--- config.mk ---
export PLATFORM = sky130hd
export DESIGN_NAME = regfile_wb_arbiter_flat
export DESIGN_NICKNAME = d
export VERILOG_FILES = /design/src/rtl/regfile_wb_pkg.sv /design/src/rtl/regfile_wb_arbiter_if.sv /design/src/rtl/wb_hold_slot.sv /design/src/rtl/regfile_wb_arbiter.sv /design/src/flat_wrapper.sv
export SDC_FILE = /design/constraint.sdc
export NUM_CORES = 1
export LEC_CHECK = 0
export ABC_AREA = 1
export CAP_MARGIN = 25
export CELL_PAD_IN_SITES_DETAIL_PLACEMENT = 1
export CELL_PAD_IN_SITES_GLOBAL_PLACEMENT = 1
export CORE_MARGIN = 4
export CORE_UTILIZATION = 37
export DETAILED_ROUTE_END_ITERATION = 12
export PLACE_DENSITY_LB_ADDON = 0.1
export RECOVER_POWER = 100
export REMOVE_ABC_BUFFERS = 1
export SYNTH_ARGS = -nofsm -noshare
export SYNTH_HDL_FRONTEND = slang
export SYNTH_SLANG_ARGS = --single-unit
--- constraint.sdc ---
create_clock -name clk -period 3.3 [get_ports clk]
set_input_delay 0.495 -clock clk [delete_from_list [all_inputs] [get_ports clk]]
set_output_delay 0.495 -clock clk [all_outputs]
set_load 0.01 [all_outputs]
--- src/rtl/regfile_wb_pkg.sv ---
// Shared constants and types for the register-file write-back arbiter.
package regfile_wb_pkg;

    localparam int unsigned DATA_W_DEF = 32;
    localparam int unsigned ADDR_W_DEF = 4;

    localparam int unsigned REQ_A   = 0;
    localparam int unsigned REQ_B   = 1;
    localparam int unsigned NUM_REQ = 2;

    typedef enum logic [1:0] {
        GNT_NONE = 2'd0,
        GNT_A    = 2'd1,
        GNT_B    = 2'd2
    } gnt_e;

    function automatic int unsigned onehot_w(input int unsigned addr_w);
        return 1 << addr_w;
    endfunction

endpackage

--- src/rtl/regfile_wb_arbiter_if.sv ---
// Handshake bundle between the two write-back requesters, the arbiter and the register file port.
interface regfile_wb_arbiter_if #(
    parameter int unsigned DATA_W = regfile_wb_pkg::DATA_W_DEF,
    parameter int unsigned ADDR_W = regfile_wb_pkg::ADDR_W_DEF
);
    import regfile_wb_pkg::*;

    localparam int unsigned NREG = onehot_w(ADDR_W);

    logic              a_valid;
    logic              a_ready;
    logic [ADDR_W-1:0] a_dest;
    logic [DATA_W-1:0] a_data;
    logic              b_valid;
    logic              b_ready;
    logic [ADDR_W-1:0] b_dest;
    logic [DATA_W-1:0] b_data;
    logic              wb_en;
    logic [ADDR_W-1:0] wb_dest;
    logic [DATA_W-1:0] wb_data;
    logic [NREG-1:0]   pend_mask;

    modport slave (
        input  a_valid, a_dest, a_data, b_valid, b_dest, b_data,
        output a_ready, b_ready, wb_en, wb_dest, wb_data, pend_mask
    );

    modport master (
        output a_valid, a_dest, a_data, b_valid, b_dest, b_data,
        input  a_ready, b_ready, wb_en, wb_dest, wb_data, pend_mask
    );

endinterface

--- src/rtl/wb_hold_slot.sv ---
// One-entry valid/ready hold slot; drained by the arbiter and refillable on the same edge.
module wb_hold_slot
    import regfile_wb_pkg::*;
#(
    parameter int unsigned DATA_W = DATA_W_DEF,
    parameter int unsigned ADDR_W = ADDR_W_DEF
) (
    input  logic              clk,
    input  logic              rst,
    input  logic              in_valid,
    output logic              in_ready,
    input  logic [ADDR_W-1:0] in_dest,
    input  logic [DATA_W-1:0] in_data,
    input  logic              drain,
    output logic              load,
    output logic              full,
    output logic [ADDR_W-1:0] dest,
    output logic [DATA_W-1:0] data
);

    logic              full_q, full_d;
    logic [ADDR_W-1:0] dest_q, dest_d;
    logic [DATA_W-1:0] data_q, data_d;

    always_comb begin
        in_ready = !full_q || drain;
        load     = in_valid && in_ready;
        full_d   = full_q;
        dest_d   = dest_q;
        data_d   = data_q;
        if (drain) full_d = 1'b0;
        if (load) begin
            full_d = 1'b1;
            dest_d = in_dest;
            data_d = in_data;
        end
    end

    always_ff @(posedge clk) begin
        if (rst) begin
            full_q <= 1'b0;
            dest_q <= '0;
            data_q <= '0;
        end else begin
            full_q <= full_d;
            dest_q <= dest_d;
            data_q <= data_d;
        end
    end

    assign full = full_q;
    assign dest = dest_q;
    assign data = data_q;

endmodule

--- src/rtl/regfile_wb_arbiter.sv ---
// Arbitrates the pipeline WB stage (A) and the SRAM return path (B) onto the single
// register-file write port, with a starvation limit on B and same-register age ordering.
module regfile_wb_arbiter
    import regfile_wb_pkg::*;
#(
    parameter int unsigned DATA_W     = DATA_W_DEF,
    parameter int unsigned ADDR_W     = ADDR_W_DEF,
    parameter int unsigned STARVE_MAX = 3
) (
    input  logic                clk,
    input  logic                rst,
    regfile_wb_arbiter_if.slave bus
);

    localparam int unsigned NREG       = onehot_w(ADDR_W);
    localparam logic [2:0]  STARVE_LIM = 3'(STARVE_MAX);

    logic              a_full, b_full, a_load, b_load;
    logic [ADDR_W-1:0] a_dest_s, b_dest_s;
    logic [DATA_W-1:0] a_data_s, b_data_s;
    gnt_e              gnt_sel;
    logic [NUM_REQ-1:0] gnt;

    logic [2:0]        starve_q, starve_d;
    logic              b_older_q, b_older_d;
    logic              wb_en_q, wb_en_d;
    logic [ADDR_W-1:0] wb_dest_q, wb_dest_d;
    logic [DATA_W-1:0] wb_data_q, wb_data_d;
    logic [NREG-1:0]   pend;

    wb_hold_slot #(.DATA_W(DATA_W), .ADDR_W(ADDR_W)) u_slot_a (
        .clk(clk), .rst(rst),
        .in_valid(bus.a_valid), .in_ready(bus.a_ready),
        .in_dest(bus.a_dest), .in_data(bus.a_data),
        .drain(gnt[REQ_A]), .load(a_load),
        .full(a_full), .dest(a_dest_s), .data(a_data_s)
    );

    wb_hold_slot #(.DATA_W(DATA_W), .ADDR_W(ADDR_W)) u_slot_b (
        .clk(clk), .rst(rst),
        .in_valid(bus.b_valid), .in_ready(bus.b_ready),
        .in_dest(bus.b_dest), .in_data(bus.b_data),
        .drain(gnt[REQ_B]), .load(b_load),
        .full(b_full), .dest(b_dest_s), .data(b_data_s)
    );

    // Grant looks only at slot contents, never at the incoming requests.
    always_comb begin
        gnt_sel = GNT_NONE;
        if (a_full && b_full) begin
            if (a_dest_s == b_dest_s) gnt_sel = b_older_q ? GNT_B : GNT_A;
            else                      gnt_sel = (starve_q == STARVE_LIM) ? GNT_B : GNT_A;
        end else if (a_full) begin
            gnt_sel = GNT_A;
        end else if (b_full) begin
            gnt_sel = GNT_B;
        end
        gnt = '0;
        case (gnt_sel)
            GNT_A:   gnt[REQ_A] = 1'b1;
            GNT_B:   gnt[REQ_B] = 1'b1;
            default: gnt = '0;
        endcase
    end

    // b_older also covers a same-edge load of both slots, so B drains first and A's value lands last.
    always_comb begin
        b_older_d = b_older_q;
        if (a_load && b_load)  b_older_d = 1'b1;
        else if (a_load)       b_older_d = b_full && !gnt[REQ_B];
        else if (b_load)       b_older_d = !(a_full && !gnt[REQ_A]);

        starve_d = starve_q;
        if (!b_full || gnt[REQ_B])      starve_d = '0;
        else if (starve_q != STARVE_LIM) starve_d = starve_q + 3'd1;

        wb_en_d   = |gnt;
        wb_dest_d = wb_dest_q;
        wb_data_d = wb_data_q;
        if (gnt[REQ_B]) begin
            wb_dest_d = b_dest_s;
            wb_data_d = b_data_s;
        end else if (gnt[REQ_A]) begin
            wb_dest_d = a_dest_s;
            wb_data_d = a_data_s;
        end
    end

    always_ff @(posedge clk) begin
        if (rst) begin
            starve_q  <= '0;
            b_older_q <= 1'b0;
            wb_en_q   <= 1'b0;
            wb_dest_q <= '0;
            wb_data_q <= '0;
        end else begin
            starve_q  <= starve_d;
            b_older_q <= b_older_d;
            wb_en_q   <= wb_en_d;
            wb_dest_q <= wb_dest_d;
            wb_data_q <= wb_data_d;
        end
    end

    always_comb begin
        pend = '0;
        if (a_full)  pend[a_dest_s]  = 1'b1;
        if (b_full)  pend[b_dest_s]  = 1'b1;
        if (wb_en_q) pend[wb_dest_q] = 1'b1;
    end

    assign bus.wb_en     = wb_en_q;
    assign bus.wb_dest   = wb_dest_q;
    assign bus.wb_data   = wb_data_q;
    assign bus.pend_mask = pend;

endmodule

--- src/flat_wrapper.sv ---
// flat-port wrapper written by rule: the top's interface ports become plain ports
module regfile_wb_arbiter_flat import regfile_wb_pkg::*;
#(
    parameter int unsigned DATA_W     = DATA_W_DEF,
    parameter int unsigned ADDR_W     = ADDR_W_DEF,
    parameter int unsigned STARVE_MAX = 3
)
  (clk, rst, bus_a_valid, bus_a_dest, bus_a_data, bus_b_valid, bus_b_dest, bus_b_data, bus_a_ready, bus_b_ready, bus_wb_en, bus_wb_dest, bus_wb_data, bus_pend_mask);
  regfile_wb_arbiter_if #(.DATA_W(DATA_W), .ADDR_W(ADDR_W)) bus_i ();
  input  logic clk;
  input  logic rst;
  input wire logic [$bits(bus_i.a_valid)-1:0] bus_a_valid;
  input wire logic [$bits(bus_i.a_dest)-1:0] bus_a_dest;
  input wire logic [$bits(bus_i.a_data)-1:0] bus_a_data;
  input wire logic [$bits(bus_i.b_valid)-1:0] bus_b_valid;
  input wire logic [$bits(bus_i.b_dest)-1:0] bus_b_dest;
  input wire logic [$bits(bus_i.b_data)-1:0] bus_b_data;
  output wire logic [$bits(bus_i.a_ready)-1:0] bus_a_ready;
  output wire logic [$bits(bus_i.b_ready)-1:0] bus_b_ready;
  output wire logic [$bits(bus_i.wb_en)-1:0] bus_wb_en;
  output wire logic [$bits(bus_i.wb_dest)-1:0] bus_wb_dest;
  output wire logic [$bits(bus_i.wb_data)-1:0] bus_wb_data;
  output wire logic [$bits(bus_i.pend_mask)-1:0] bus_pend_mask;
  assign bus_i.a_valid = bus_a_valid;
  assign bus_i.a_dest = bus_a_dest;
  assign bus_i.a_data = bus_a_data;
  assign bus_i.b_valid = bus_b_valid;
  assign bus_i.b_dest = bus_b_dest;
  assign bus_i.b_data = bus_b_data;
  assign bus_a_ready = bus_i.a_ready;
  assign bus_b_ready = bus_i.b_ready;
  assign bus_wb_en = bus_i.wb_en;
  assign bus_wb_dest = bus_i.wb_dest;
  assign bus_wb_data = bus_i.wb_data;
  assign bus_pend_mask = bus_i.pend_mask;
  regfile_wb_arbiter #(.DATA_W(DATA_W), .ADDR_W(ADDR_W), .STARVE_MAX(STARVE_MAX)) u_core (.clk(clk), .rst(rst), .bus(bus_i));
endmodule
Word-level counts from Yosys, hierarchy flattened --
Index checks and enable logic that the tools add are counted. W data, S select, Z words.
Word-level totals: logic and storage cells 75, output and inout bits 55, register bits after elaboration 115, input bits 76
Operators by class: bitwise logic cells 2, add/sub/neg operators 1, eq/ne operators 5, $lt $le $gt $ge 6, muxes and demuxes 28, reductions and logical operators 22
Operators by type and width (number):
- $mux W32 | 2
- $mux W16 | 3
- $or A16 B16 Y16 | 2
- $lt A4 B5 Y1 const B | 3
- $demux W1 S4 | 3
- $ge A4 B1 Y1 const B | 3
- $mux W1 | 12
- $mux W2 | 6
- $logic_and A1 B1 Y1 | 9
- $mux W4 | 2
- $reduce_bool A2 Y1 | 3
- $logic_not A1 Y1 | 5
- $eq A4 B4 Y1 | 1
- $reduce_or A2 Y1 | 2
- $add A3 B1 Y3 const B | 1
- $eq A3 B2 Y1 const B | 1
- $ne A3 B2 Y1 const B | 1
- $reduce_bool A3 Y1 | 1
- $eq A2 B1 Y1 const B | 1
- $eq A2 B2 Y1 const B | 1
- $logic_or A1 B1 Y1 | 2

Logic depth before layout (Yosys ltp) --
depth after elaboration 12, mapped depth 18, gate-level depth less buffers 16

By module --
A second synthesis with hierarchy kept.
Unflattened totals: cells, all modules 835, area, all modules 5710.5 µm²
Modules (own cells, without submodules):
- wb_hold_slot | seq. area each 740.7 µm², area each 1675.4 µm², instances 2, cells each 242
- regfile_wb_arbiter | seq. area each 820.8 µm², area each 2359.8 µm², instances 1, cells each 351

Worst setup path before layout --
Ideal clock, no wire load.
kind reg-to-reg, start register u_core.starve_q[0], end register u_core.wb_data_q[13], in the netlist u_core.bus.wb_data[13], library setup time 74 ps, clock period less this slack 1987 ps, required time 3226 ps, path buffers 2, arrival 1913 ps, slack 1313 ps, cell stages (with the launch flop) 13, cells stage by stage dfxtp_1 ha_1 ha_1 nand2_1 nand3_2 nand2_2 inv_1 ha_1 buf_4 nor2_8 buf_2 o21ai_0 o21ai_0
On the way: word-level cells in the longest chain between the ends 7, elaborated cells between the ends (all ways) 10, classes of those cells eq/ne: 3; mux: 6; reduce/logical: 1
RTL lines:
- start, declared | RTL line regfile_wb_arbiter.sv:24 | logic [2:0] starve_q, starve_d;
- start signal, assigned | RTL line regfile_wb_arbiter.sv:97 | starve_q <= starve_d;
- $eq A3 B2 Y1 (*) | RTL line regfile_wb_arbiter.sv:52 | else gnt_sel = (starve_q == STARVE_LIM) ? GNT_B : GNT_A;
- $mux W2 (*) | RTL line regfile_wb_arbiter.sv:52
- $mux W2 (*) | RTL line regfile_wb_arbiter.sv:51 | if (a_dest_s == b_dest_s) gnt_sel = b_older_q ? GNT_B : GNT_A;
- $mux W2 (*) | RTL line regfile_wb_arbiter.sv:50 | if (a_full && b_full) begin
- $eq A2 B2 Y1 / $eq A2 B1 Y1 (equally long branches) | RTL line regfile_wb_arbiter.sv:59 | case (gnt_sel)
- $mux W1 | RTL line regfile_wb_arbiter.sv:59
- $mux W32 / $reduce_bool A2 Y1 (equally long branches)
- end signal, assigned | RTL line regfile_wb_arbiter.sv:101 | wb_data_q <= wb_data_d;
- end, declared | RTL line regfile_wb_arbiter.sv:28 | logic [DATA_W-1:0] wb_data_q, wb_data_d;
Every way passes the cells marked *; elsewhere a longest branch is shown, timed or not. A chain may end at the register's enable or synchronous reset.

Worst setup path after layout --
start register u_core.u_slot_b.full_q, in the netlist u_core.u_slot_b.full, end output bus_pend_mask[7]
On the way: word-level cells in the longest chain between the ends 3
RTL lines:
- start, declared | RTL line wb_hold_slot.sv:21 | logic full_q, full_d;
- start signal, assigned | RTL line wb_hold_slot.sv:45 | full_q <= full_d;
- $mux W16 (*) | RTL line regfile_wb_arbiter.sv:108 | if (b_full) pend[b_dest_s] = 1'b1;
- $or A16 B16 Y16 (no line)
- $mux W16 (*) | RTL line regfile_wb_arbiter.sv:109 | if (wb_en_q) pend[wb_dest_q] = 1'b1;
- end, declared | RTL line flat_wrapper.sv:23 | output wire logic [$bits(bus_i.pend_mask)-1:0] bus_pend_mask;
Marks and branches as above.

==> flow_summary.ini <==
[status]
status = finished, final reports clean

[grt]
grt_pass1_wl_um = 27100
antenna_found_initial = 0
track_usage = 0.229
grt_pass1_vias = 5330
grt_max_degree = 73
grt_overflow_total = 0

[routing]
first_pass_iters = 4
routed_wl_um = 17000
drc = 0
wl_per_cell_um = 17.7
vias_per_cell = 5.23
highest_layer = met4
drt-met1-wl_um = 7440
drt_iter0_markers = 339
met2WireLength_um = 8550
ant_nets = 0
vias = 5016
wl_met3_um = 751

[synth]
syn_avg_cell_area_um2 = 7.42
synth_top_area_frac = 0.468
netlist_instances = 663
yosysTopAreaCell = dfxtp_1
ys_types = 30
syn_area_um2 = 4920
ys_ff_latch = 115
synthTopCellsByArea = dfxtp_1 47%, nor2_1 14%, o21ai_0 13%
synth_seq_area_share = 0.468
yosys_warnings = 0

[timing]
setup_viol_count_final = 0
clock_skew_ps = 7.21
final.setup.tns_ps = 0
tightest_slew_ps = 827
fmax_mhz = 321
fin_crit_ps = 3110
rsz0062_at_grt = no
finalCritPeriodShare = 0.943
relSlewSlack = 0.449
final_hold_viol_count = 0
final-max-slew-violation-count = 0

[finish]
mostFrequentLayoutCells = 180 x nor2_1, 138 x o21ai_0, 115 x dfxtp_1
layout_commonest_cell = nor2_1
drive_above_1_share = 0.0622
syn2layout_area_growth_pct = 36.5
fin_nets = 855
fin_util = 0.524
antennaDiodeCount = 0
num-fill-cells = 1613

[worst_hold_path]
hp-class = reg2reg
hold_end = u_core.u_slot_a.data[20]
hp-start = u_core.u_slot_a.data[20]
hold_depth = 2

[cts]
cts.sinks = 115
clock_path_buffers = 2
clk_latency_ps = 410
ctsResizeCount = 0
hold_buffers = 0
post_cts_buffers = 0
root_buffer = clkbuf_16
cts_tree = yes
htreeDepth = 4
clk_pin_slew_worst_paths_ps = 50
cts_buffers = 17

[die]
die_height_um = 123
ioPinCount = 131
num_rows = 41
initial_core_util = 0.384
die_w_um = 123
dieArea_um2 = 15200
core_um2 = 12800

[critical_path]
cp.arrival_ps = 2620
setup.worst_path.end_class = output pin
critical_path.cell_chain = inv_1, nor3_1, nand2_1, nand3_1, dlygate4sd3_1
reg2reg_slack_ps = 360
startpoint = u_core.u_slot_b.full
cp_slowest_cell = dfxtp_1
crit_required_ps = 2800
reg2reg_depth = 14
cp-start-kind = flip-flop
r2r_end = u_core.u_slot_a.dest[2]
crit_type = reg2out
r2r_start = u_core.u_slot_b.dest[0]
critPathMaxFanout = 13
max_stage_delay_ps = 710

[power]
p_per_area_nw_per_um2 = 606
power_leakage_uw = 0.00281
ir_worst_vdd_mv = 0.459

[placement]
hpwl_um = 11300
routabilityCongestion = 0.849
portBuffers = 130

[flow_run]
maxCapViolCount = 0
-- through the flow --
stage | worst slack, ps | cells | hold WS, ps | total power (uW) | area [um^2]
final | 188 | 960 | 477 | 4070 | 6710
after global routing | 43.6 | 960 | 506 | 4260 | 6710
after CTS | 197 | 960 | 480 | 4140 | 6730
after detailed placement | 643 | 928 | 468 | 2460 | 6180
after floorplan | 649 | 620 | 450 | 2020 | 4620
after global placement | 658 | 928 | 459 | 2430 | 6180
-- sequential cells by signal, summed over array words and instances, names as in the netlist --
name                  flops
u_core.bus.wb_data       32
u_core.bus.wb_en          1
u_core.u_slot_a.data     32
u_core.starve_q           3
u_core.bus.wb_dest        4
u_core.u_slot_a.full      1
u_core.u_slot_b.dest      4
u_core.u_slot_b.data     32
u_core.u_slot_a.dest      4
u_core.u_slot_b.full      1
u_core.b_older_q          1
-- Yosys cell counts --
cell type  count
nor2_8         1
buf_4         17
dfxtp_1      115
xor2_1         1
nand3_1       69
ha_1           4
clkbuf_2       1
nor2_2         2
nand2_1       50
nor3_2         1
nand2_4        1
nand2_8        1
nand2_2        3
inv_6          1
o21ai_1       12
nor3_1        10
inv_4          2
nor2_1       179
a21oi_1       11
buf_2          5
buf_1          3
inv_1         17
nand3_2        1
a31oi_1        1
o22ai_1        4
clkbuf_1       8
mux2i_1        1
buf_6          9
inv_2          5
o21ai_0      128
-- kinds of logic after synthesis --
group | after synthesis | share of synthesized area
multiplexers | 1 | 0.00203
AND/OR/NAND/NOR | 318 | 0.276
flip-flops | 115 | 0.468
buffers and inverters | 68 | 0.0821
adder cells (fa/ha/maj) | 4 | 0.0102
AO/OA/AOI/OAI | 156 | 0.160
XOR/XNOR | 1 | 0.00178
-- worst max path at each step --
stage,to,slack (ps)
after floorplan,u_core.b_older_q,650
after global placement,bus_pend_mask[7],660
after detailed placement,bus_pend_mask[11],640
after CTS,bus_pend_mask[11],200
after global routing,bus_pend_mask[11],40
final,bus_pend_mask[7],190
-- layout make-up --
cell class / count / area (um^2) / area share
inverter: 25 / 104 / 0.0155
clock buffer: 25 / 495 / 0.0738
sequential: 115 / 2300 / 0.343
clock inverter: 7 / 50.0 / 0.00745
tap: 172 / 215 / 0.0321
timing repair buffer: 136 / 1340 / 0.200
multi-input combinational: 480 / 2200 / 0.328
-- worst max-delay path: cells and delay by family, from the launching register on --
kind | cells | cell delay (ps)
buf+inv | 2 | 790
flops | 1 | 710
simple gates | 3 | 710
-- per-layer routing --
metal | global-route usage | up-vias
met5 | 0 | -
met4 | 0.0782 | 0
met3 | 0.0526 | 23
met2 | 0.402 | 141
met1 | 0.276 | 2437
li1 | - | 2415
-- power breakdown --
group          switching (uW)  leakage (uW)  internal (uW)
Clock                     635      0.000259           1040
Sequential                103      0.000949           1540
Combinational             451       0.00160            303
Total                    1190       0.00281           2880
(Power assumes the default switching activity.)
